## src/rtl/ps2_edge_detector_multi_pkg.sv

```systemverilog
// Shared defaults, legal ranges and width helpers for the PS/2 clock-line edge detector.
package ps2_edge_detector_multi_pkg;

  localparam int DEF_SAMPLING_BIT_SIZE = 5;
  localparam int DEF_SYNC_STAGES       = 2;
  localparam int DEF_FILTER_LEN        = 3;
  localparam int DEF_IDLE_TICKS        = 64;

  localparam int SYNC_STAGES_MIN = 2;
  localparam int SYNC_STAGES_MAX = 4;
  localparam int FILTER_LEN_MIN  = 1;
  localparam int FILTER_LEN_MAX  = 15;

  // Filter counter only ever holds 0..FILTER_LEN-1, so 4 bits covers the legal range.
  localparam int FCNT_W = 4;

  function automatic int idle_cnt_w(input int ticks);
    return (ticks < 1) ? 1 : $clog2(ticks + 1);
  endfunction

endpackage

```

## src/rtl/ps2_edge_filter_ch.sv

```systemverilog
// One PS/2 clock line: synchroniser, consecutive-sample glitch filter, edge pulses.
// With PS2_EDGE_IDLE_DETECT_EN defined, also tracks stable-high idle time.
module ps2_edge_filter_ch
  import ps2_edge_detector_multi_pkg::*;
#(
  parameter int SYNC_STAGES = DEF_SYNC_STAGES,
  parameter int FILTER_LEN  = DEF_FILTER_LEN
`ifdef PS2_EDGE_IDLE_DETECT_EN
  , parameter int IDLE_TICKS = DEF_IDLE_TICKS
`endif
) (
  input  logic clk,
  input  logic rst,
  input  logic tick,
  input  logic ps2_clk,
  output logic fall,
  output logic rise,
  output logic level
`ifdef PS2_EDGE_IDLE_DETECT_EN
  , output logic idle
`endif
);

  localparam logic [FCNT_W-1:0] FCNT_LAST = FCNT_W'(FILTER_LEN - 1);

  logic [SYNC_STAGES-1:0] sync_q;
  logic [FCNT_W-1:0]      fcnt;
  logic                   synced;
  logic                   accept;

  assign synced = sync_q[SYNC_STAGES-1];
  assign accept = tick && (synced != level) && (fcnt == FCNT_LAST);

  // Idle-high open-collector line, so the chain resets to 1.
  always_ff @(posedge clk or posedge rst) begin
    if (rst) sync_q <= '1;
    else     sync_q <= {sync_q[SYNC_STAGES-2:0], ps2_clk};
  end

  always_ff @(posedge clk or posedge rst) begin
    if (rst) begin
      fcnt  <= '0;
      level <= 1'b1;
      fall  <= 1'b0;
      rise  <= 1'b0;
    end else begin
      fall <= 1'b0;
      rise <= 1'b0;
      if (tick) begin
        if (synced == level) begin
          fcnt <= '0;
        end else if (fcnt < FCNT_LAST) begin
          fcnt <= fcnt + 1'b1;
        end else begin
          level <= synced;
          fcnt  <= '0;
          fall  <= ~synced;
          rise  <= synced;
        end
      end
    end
  end

`ifdef PS2_EDGE_IDLE_DETECT_EN
  localparam int              IW       = idle_cnt_w(IDLE_TICKS);
  localparam logic [IW-1:0]   IDLE_MAX = IW'(IDLE_TICKS);

  logic [IW-1:0] icnt;

  // Counter starts saturated so idle is consistent with its reset value.
  always_ff @(posedge clk or posedge rst) begin
    if (rst) begin
      icnt <= IDLE_MAX;
      idle <= 1'b1;
    end else if (tick) begin
      if (!synced || !level) begin
        icnt <= '0;
      end else if (icnt < IDLE_MAX) begin
        icnt <= icnt + 1'b1;
        if (icnt == IDLE_MAX - 1'b1) idle <= 1'b1;
      end
      if (accept && !synced) idle <= 1'b0;
    end
  end
`endif

endmodule

```

## src/rtl/ps2_edge_detector_multi.sv

```systemverilog
// Multi-channel PS/2 clock-line edge detector; owns the shared sample strobe.
// Define PS2_EDGE_IDLE_DETECT_EN to add the per-channel o_idle output.
module ps2_edge_detector_multi
  import ps2_edge_detector_multi_pkg::*;
#(
  parameter int CHANNELS          = 2,
  parameter int SAMPLING_BIT_SIZE = DEF_SAMPLING_BIT_SIZE,
  parameter int SYNC_STAGES       = DEF_SYNC_STAGES,
  parameter int FILTER_LEN        = DEF_FILTER_LEN
`ifdef PS2_EDGE_IDLE_DETECT_EN
  , parameter int IDLE_TICKS      = DEF_IDLE_TICKS
`endif
) (
  input  logic                clk,
  input  logic                i_sclr,
  input  logic                i_en,
  input  logic [CHANNELS-1:0] i_ps2_clk,
  output logic [CHANNELS-1:0] o_fall,
  output logic [CHANNELS-1:0] o_rise,
  output logic [CHANNELS-1:0] o_level,
  output logic                o_tick
`ifdef PS2_EDGE_IDLE_DETECT_EN
  , output logic [CHANNELS-1:0] o_idle
`endif
);

  logic [SAMPLING_BIT_SIZE-1:0] strobe_cnt;
  logic                         tick;

  assign tick = i_en && (strobe_cnt == '1);

  always_ff @(posedge clk or posedge i_sclr) begin
    if (i_sclr) begin
      strobe_cnt <= '0;
      o_tick     <= 1'b0;
    end else begin
      o_tick <= tick;
      if (i_en) strobe_cnt <= strobe_cnt + 1'b1;
    end
  end

  for (genvar c = 0; c < CHANNELS; c++) begin : g_ch
    ps2_edge_filter_ch #(
      .SYNC_STAGES (SYNC_STAGES),
      .FILTER_LEN  (FILTER_LEN)
`ifdef PS2_EDGE_IDLE_DETECT_EN
      , .IDLE_TICKS(IDLE_TICKS)
`endif
    ) u_ch (
      .clk     (clk),
      .rst     (i_sclr),
      .tick    (tick),
      .ps2_clk (i_ps2_clk[c]),
      .fall    (o_fall[c]),
      .rise    (o_rise[c]),
      .level   (o_level[c])
`ifdef PS2_EDGE_IDLE_DETECT_EN
      , .idle  (o_idle[c])
`endif
    );
  end

endmodule
```

## config.mk

```make
export PLATFORM = sky130hd
export DESIGN_NAME = ps2_edge_detector_multi
export DESIGN_NICKNAME = d
export VERILOG_FILES = /design/src/rtl/ps2_edge_detector_multi_pkg.sv /design/src/rtl/ps2_edge_filter_ch.sv /design/src/rtl/ps2_edge_detector_multi.sv
export SDC_FILE = /design/constraint.sdc
export NUM_CORES = 1
export LEC_CHECK = 0
export ABC_AREA = 1
export BUFFER_PORTS_ARGS = -buffer_cell sky130_fd_sc_hd__buf_4
export CORE_ASPECT_RATIO = 0.9
export CORE_UTILIZATION = 25
export DETAILED_ROUTE_END_ITERATION = 10
export PLACE_DENSITY = 0.48
export SLEW_MARGIN = 25
export SYNTH_ARGS = -nofsm -noshare
export SYNTH_HDL_FRONTEND = slang
export SYNTH_SLANG_ARGS = --single-unit
```

## constraint.sdc

```tcl
create_clock -name clk -period 3.33 [get_ports clk]
set_input_delay 0.1665 -clock clk [delete_from_list [all_inputs] [get_ports clk]]
set_output_delay 0.1665 -clock clk [all_outputs]
set_load 0.02 [all_outputs]
```

Word level (Yosys, flattened, before mapping)
Cells that the tools add are included.

$add $sub $neg: 3. $mul: 0. Divide/modulo/power cells: 0. $lt $le $gt $ge: 2. Equal/unequal tests: 3. Shifts and indexed selects: 0. Multiplexer cells: 16. Bitwise gates (word level): 6. Reductions and logical operators: 3.

Operators with widths (number): $mux 4 (4); $mux 1 (12); $add 4x1->4 const B (2); $lt 4x2->1 const B (2); $not 1->1 (6); $reduce_and 3->1 (2); $add 5x1->5 const B (1); $eq 5x5->1 const B (1); $eq 1x1->1 (2); $logic_and 1x1->1 (1).

Register bits: 24. Bits in latches: 0. RAM bits: 0. Memory bits (read-only): 0. Output and inout port bits: 7. Memories: 0.

Longest topological paths before layout
Gate-level depths: netlist (run 1).

Word-level depth: 4. Depth in mapped cells: 11.

By module
Synthesis (run 1) repeated with hierarchy kept, for this count alone.

Cell total of the unflattened synthesis: 121. Area, all modules: 1078.5 um^2.

By module, submodules not included: ps2_edge_filter_ch (times used 2, cells each 45, area an instance 392.9 um^2, sequential area each 229.0 um^2); ps2_edge_detector_multi (times used 1, cells each 31, area an instance 292.8 um^2, sequential area each 150.1 um^2).

Worst setup path after synthesis (run 1)
OpenSTA, ideal clock, no wires.

Path kind: register -> register. Start point: reg strobe_cnt[0]. End point: reg g_ch[1].u_ch.fcnt[1]. Setup time: 0.117 ns. Data arrival time: 1.332 ns. Required time: 3.213 ns. Slack: 1.881 ns. Stages on the path, launching flop included: 12. Path buffers: 1. Period minus slack after synthesis: 1.449 ns. Cells stage by stage: dfrtp_1 -> ha_1 -> nand2_1 -> nor2_1 -> ha_1 -> nand2_4 -> inv_4 -> buf_8 -> nand2_4 -> nor2_4 -> nand3_1 -> nand2_1.

Longest elaborated chain between the ends: 2.

RTL lines: from (decl) (line ps2_edge_detector_multi.sv:27) `logic [SAMPLING_BIT_SIZE-1:0] strobe_cnt;`; from (signal assigned) (line ps2_edge_detector_multi.sv:38) `if (i_en) strobe_cnt <= strobe_cnt + 1'b1;`; $eq 5x5->1 (line ps2_edge_detector_multi.sv:30) `assign tick = i_en && (strobe_cnt == '1);`; $logic_and 1x1->1 (line ps2_edge_detector_multi.sv:30); net g_ch[0].u_ch.tick (line ps2_edge_filter_ch.sv:14) `input logic tick,`; to (signal assigned) (line ps2_edge_filter_ch.sv:53) `fcnt <= fcnt + 1'b1;`; to (decl) (line ps2_edge_filter_ch.sv:27) `logic [FCNT_W-1:0] fcnt;`.

The timed path passes the listed nets, and every way through them passes these cells. A chain may end at the register's enable or synchronous reset.

Worst setup path after layout (run 1)
Start point: reg strobe_cnt[0]. End point: reg g_ch[0].u_ch.fcnt[1].

Longest elaborated chain between the ends: 2.

RTL lines (line): $eq 5x5->1 (ps2_edge_detector_multi.sv:30); $logic_and 1x1->1 (ps2_edge_detector_multi.sv:30); to (signal assigned) (ps2_edge_filter_ch.sv:53); to (decl) (ps2_edge_filter_ch.sv:27).

Every way passes these cells.

==> results of run 1 <==
layout by cell type, fill, tap and decap left out, drive strengths merged:
cell type / instances
nand4: 3
mux2: 1
bufinv: 1
nand3: 8
o21ai: 1
clkinv: 1
inv: 13
ha: 4
nand2: 26
buf: 11
nor2: 15
dlygate4sd3: 2
dfstp: 6
xor2: 3
dfrtp: 18
clkbuf: 3
logic make-up after synthesis:
family          count (synthesis)
flops                          24
compound gates                  1
xor+xnor                        3
mux                             1
simple gates                   52
fa+ha+maj                       4
buf+inv                        22
registers in the layout, summed over array words and instances (netlist names):
signal / flops
g_ch.u_ch.sync_q: 4
g_ch.u_ch.rise: 2
g_ch.u_ch.fcnt: 8
strobe_cnt: 5
o_tick: 1
g_ch.u_ch.fall: 2
g_ch.u_ch.level: 2
area by class of cell:
type / instances / area share (%)
inverter: 14 / 4.49
timing repair buffer: 13 / 8.38
tap: 48 / 4.90
sequential: 24 / 49.6
clock buffer: 3 / 3.37
clock inverter: 1 / 2.45
multi-input combinational: 61 / 26.8
per-layer routing:
layer | global-route usage [%] | share of wire (%)
met2 | 12.1 | 47
met3 | 1.89 | 3.0
met1 | 9.44 | 48
met5 | 0 | 0
met4 | 4.50 | 1.8
per-stage QoR:
| step | instance area [µm²] | utilization (%) | worst slack [ps] | power [W] |
|---|---|---|---|---|
| floorplan | 1060 | - | 1880 | 0.000524 |
| global placement | 1130 | 27.8 | 1880 | 0.000551 |
| detailed placement | 1130 | 27.8 | 1810 | 0.000558 |
| CTS | 1220 | 30.1 | 1800 | 0.000814 |
| global route | 1220 | 30.1 | 1650 | 0.000866 |
| finish | 1220 | 30.1 | 1820 | 0.000803 |
worst paths after layout:
check,from,to,slack (ps)
min in group clk,i_en,strobe_cnt[0]$_DFFE_PP0P_,150
setup / recovery,strobe_cnt[0]$_DFFE_PP0P_,g_ch[0].u_ch.fcnt[1]$_DFFE_PP0P_,1820
max in group asynchronous,i_sclr,o_tick$_DFF_PP0_,2980
hold / removal,i_sclr,strobe_cnt[2]$_DFFE_PP0P_,-40
setup reg to reg,strobe_cnt[0]$_DFFE_PP0P_,g_ch[0].u_ch.fcnt[1]$_DFFE_PP0P_,1820
hold reg to reg,g_ch[1].u_ch.sync_q[0]$_DFF_PP1_,g_ch[1].u_ch.sync_q[1]$_DFF_PP1_,360
power breakdown:
part / internal, W / switching, W
sequential: 0.000354 / 0.0000380
clock: 0.000160 / 0.0000903
combinational: 0.0000666 / 0.0000941
what timing repair did:
action                                 4_1_cts  5_1_grt
setup endpoints to repair                    0        0
hold buffers                                 2        0
endpoints found under the hold margin        2        0
worst max-delay path, delay by kind of cell, from the launching register on:
family / cells / cell delay [ps]
buf+inv: 1 / 120
fa+ha+maj: 2 / 370
simple gates: 7 / 550
flops: 1 / 390
==> flow_summary.json, run 1 <==
{
  "min_path_type": "in2async",
  "synth_nets": 116,
  "tns_ps": 0,
  "yosysMostFrequentCell": "nand2_1",
  "synth_top_family_by_area": "simple AND/OR/NAND/NOR gates",
  "start_util_pct": 26.1,
  "dpl.hpwl_mm": 1.09,
  "yosys.area_share.adder_pct": 4.71,
  "worstPathMaxFanout": 11,
  "crit_slowest_cell": "dfrtp_1",
  "yosys.area.top_type": "dfrtp_1",
  "yosys_register_bits": 24,
  "slowest_delay_ps": 390,
  "dp.cells": 158,
  "cp.arrival_ps": 1710,
  "fin_crit_sh_pct": 45.3,
  "synth-xor-area-share_pct": 2.47,
  "top_level_ports": 12,
  "via_count": 660,
  "synth.area.top_cells": "dfrtp_1 (42%), dfstp_2 (15%), nand2_1 (8.5%)",
  "io_buffer_count": 11,
  "synth_edf_count": 0,
  "path_clk_slew_ps": 80,
  "grt_antenna_before_repair": 0,
  "postRouteAntennaNets": 0,
  "ir_drop_uv": 193,
  "max_slew.worst_pin.slew_ps": 826,
  "grt_max_degree": 25,
  "coreArea_mm2": 0.00407,
  "power_density_mw_per_mm2": 656,
  "avgSynthCellArea_um2": 9.93,
  "cts_num_sinks": 24,
  "max_freq_mhz": 662,
  "required_ps": 3530,
  "stdcell_count": 164,
  "cts_root_buffer": "clkbuf_8",
  "syn_area_mm2": 0.00106,
  "yosysUniqueCellTypes": 17,
  "fill_cells": 428,
  "crit_chain": "ha_1 > nand2_1 > nor2_1 > ha_1 > nand2_4 > inv_4 > nand2_1 > nor2_1 > nand3_1 > nand2_1",
  "netlist.area_leader.share_pct": 42.4,
  "grt_setup_unrepaired": "false",
  "drv_slew": 0,
  "n_antenna_cell": 0,
  "ys_dominant_reg_cell": "dfrtp_1",
  "max_slew_margin_pct": 44.6,
  "layout-drive-gt1-share_pct": 22.4,
  "clk_latency_ps": 260,
  "grt_pass1_wl_mm": 2.66,
  "cts_setup_buffers": 0,
  "first_iter_violations": 42,
  "num_rows": 22,
  "clock_path_buffers": 2,
  "cts_tree": "yes",
  "ff2ff_path_depth": 10,
  "leakagePower_nw": 0.668,
  "worstSetupEndpointType": "register",
  "grt-ovfl-total": 0,
  "async_flop_share_pct": 100,
  "multi_input_area_um2": 328,
  "yosys-top-cells-count": "nand2_1 (24), dfrtp_1 (18), nor2_1 (14), inv_1 (13), nand3_1 (8)",
  "maxCapViolCount": 0,
  "setup_violations": 0,
  "min_period_ps": 1510,
  "fin_skew_ps": 4.01,
  "groute.usage.overall_pct": 7.65,
  "post_cts_resized": 0,
  "cp_common_cell": "nand2_1",
  "die_height_um": 63.8,
  "globalplace.congestion": 0.763,
  "die_area_mm2": 0.00451,
  "whs_ps": -35.0,
  "area_growth_pct": 15.3,
  "vias_per_cell": 4.02,
  "cts_buffers": 3,
  "yosys.area_share.simple_pct": 22.1,
  "ys.warnings.count": 0,
  "violations": "DRC, hold timing",
  "drt-wirelength-per-cell_um": 9.12,
  "crit_type": "reg2reg",
  "status": "complete, but fails checks",
  "crit_path_start_kind": "register",
  "route.detailed.drc": 2,
  "seq_area_um2": 608,
  "final_hold_viol_count": 18,
  "grt_pass1_vias": 617,
  "final_nets": 126,
  "fp.dieW_um": 70.7,
  "synth_cells": 107,
  "finalWirelength_mm": 1.50,
  "synth-compound-area-share_pct": 0.471,
  "htree_levels": 1,
  "first_pass_iters": 7,
  "ys_seq_area_share_pct": 57.2,
  "synth_mux_area_share_pct": 1.06
}
Power figures use the tool's default switching activity.
==> run 2, diff against run 1 <==
clock period = 1.45 ns   (was 3.33 ns; I/O delays follow)
==> flow_summary.json, run 2 (synthesis gave the netlist of run 1 again) <==
{
  "status": "complete, but fails checks",
  "violations": "DRC",
  "crit_slowest_cell": "dfrtp_1",
  "groute.usage.overall_pct": 8.29,
  "grt_max_degree": 25,
  "slowest_delay_ps": 380,
  "layout-drive-gt1-share_pct": 33.9,
  "finalWirelength_mm": 1.73,
  "io_buffer_count": 11,
  "n_antenna_cell": 0,
  "grt_antenna_before_repair": 0,
  "reg.largest.list": "g_ch.u_ch.fcnt: 8 flops, strobe_cnt: 5 flops, g_ch.u_ch.sync_q: 4 flops",
  "dp_slack_ps": 22.4,
  "via_count": 727,
  "design_area_mm2": 0.00135,
  "cts_num_sinks": 24,
  "worstSetupEndpointType": "register",
  "first_iter_violations": 45,
  "final_nets": 137,
  "placed_area_mm2": 0.00116,
  "clock_path_buffers": 2,
  "grt_pass1_vias": 663,
  "area_growth_pct": 27.3,
  "multi_input_area_um2": 363,
  "start_util_pct": 26.1,
  "num_rows": 22,
  "first_pass_iters": 7,
  "top_level_ports": 12,
  "seq_area_um2": 608,
  "die_area_mm2": 0.00451,
  "fin_util_pct": 33.2,
  "grt-ovfl-total": 0,
  "cts_buffers": 3,
  "crit_path_start_kind": "register",
  "path_clk_slew_ps": 90,
  "drv_slew": 0,
  "fin_crit_sh_pct": 99.9,
  "max_slew.worst_pin.slew_ps": 304,
  "worstPathMaxFanout": 5,
  "largest_reg_flops": 8,
  "htree_levels": 1,
  "tns_ps": 0,
  "globalplace.congestion": 0.762,
  "crit_type": "reg2reg",
  "cp.arrival_ps": 1660,
  "max_freq_mhz": 691,
  "dpl.hpwl_mm": 1.14,
  "fin_skew_ps": 5.00,
  "clk_latency_ps": 260,
  "grt_pass1_wl_mm": 2.88,
  "postRouteAntennaNets": 0,
  "final_cell_mix": "nand2_1 (23), buf_4 (19), dfrtp_1 (18), inv_1 (13), nor2_1 (13)",
  "min_path_type": "in2reg",
  "maxCapViolCount": 0,
  "vias_per_cell": 4.15,
  "leakagePower_nw": 0.726,
  "route.detailed.drc": 2,
  "mostFrequentLayoutCell": "nand2_1",
  "cts_root_buffer": "clkbuf_8",
  "ir_drop_uv": 441,
  "fp.dieW_um": 70.7,
  "grt_setup_unrepaired": "true",
  "required_ps": 1660,
  "cts_tree": "yes",
  "max_flop_register": "g_ch.u_ch.fcnt",
  "power_density_mw_per_mm2": 1460,
  "crit_chain": "ha_2 > nand2_1 > nor2_1 > ha_2 > nand2_4 > inv_8 > nand2_4 > nor2_4 > nand3_1 > nand2_1",
  "max_slew_margin_pct": 79.7,
  "fill_cells": 424,
  "worst_slack_ps": 1.94,
  "setup_violations": 0,
  "final_hold_viol_count": 0,
  "min_period_ps": 1450,
  "coreArea_mm2": 0.00407,
  "drt-wirelength-per-cell_um": 9.90,
  "die_height_um": 63.8
}
## run 2: changes by cell type in the layout (fill, tap and decap cells not counted), sizes merged
cell,previous run,this run
buf,11,20
clkinv,1,0
dlygate4sd3,2,3
inv,13,15
## run 2: layout make-up
type / count / area share (%)
sequential: 24 / 45.0
clock inverter: 1 / 2.22
timing repair buffer: 23 / 13.6
inverter: 14 / 4.44
clock buffer: 3 / 3.05
timing repair inverter: 1 / 0.463
multi-input combinational: 61 / 26.8
tap: 48 / 4.44
## run 2: layer usage
layer / vias up / part of all wire, % / GRT usage (%)
li1: 364 / - / -
met1: 354 / 45 / 9.80
met2: 7 / 51 / 13.6
met3: 2 / 2.5 / 2.37
met4: 0 / 1.8 / 4.50
met5: - / 0 / 0
## run 2: path summary, 6_finish.rpt
check / from / endpoint / slack [ps] / cells after the start
worst max-delay path: strobe_cnt[1]$_DFFE_PP0P_ / g_ch[0].u_ch.fcnt[1]$_DFFE_PP0P_ / 2 / 10
worst min-delay path: i_en / strobe_cnt[0]$_DFFE_PP0P_ / 60 / 2
worst max register to register: strobe_cnt[1]$_DFFE_PP0P_ / g_ch[0].u_ch.fcnt[1]$_DFFE_PP0P_ / 2 / 10
worst min register to register: g_ch[1].u_ch.sync_q[0]$_DFF_PP1_ / g_ch[1].u_ch.sync_q[1]$_DFF_PP1_ / 360 / 0
max in group asynchronous: i_sclr / g_ch[0].u_ch.level$_DFFE_PP1P_ / 760 / 4
min in group asynchronous: i_sclr / g_ch[1].u_ch.fcnt[0]$_DFFE_PP0P_ / 400 / 4
## run 2: metrics by stage
stage,power (W),instances,hold WS (ps)
2_1_floorplan,0.00120,107,77.0
3_3_place_gp,0.00129,161,147
3_5_place_dp,0.00131,161,149
4_1_cts,0.00190,168,57.5
5_1_grt,0.00211,175,75.3
6_report,0.00197,175,62.1
## run 2: critical path: cells and delay by family (launching register included)
family | cells | cell delay (ps)
flip-flops | 1 | 380
adder cells (fa/ha/maj) | 2 | 390
buffers and inverters | 1 | 80
AND/OR/NAND/NOR | 7 | 540
## run 2: power by group
part	switching [W]	internal, W	leakage [nW]	total, W
logic	0.000265	0.000234	0.393	0.000499
registers	0.0000842	0.000813	0.297	0.000897
clock network	0.000209	0.000369	0.0357	0.000577
## run 2: what timing repair did
item	CTS	global route
endpoints found under the hold margin	20	0
setup buffers	0	6
resized for setup	0	12
setup endpoints to repair	0	10
hold buffers	3	0
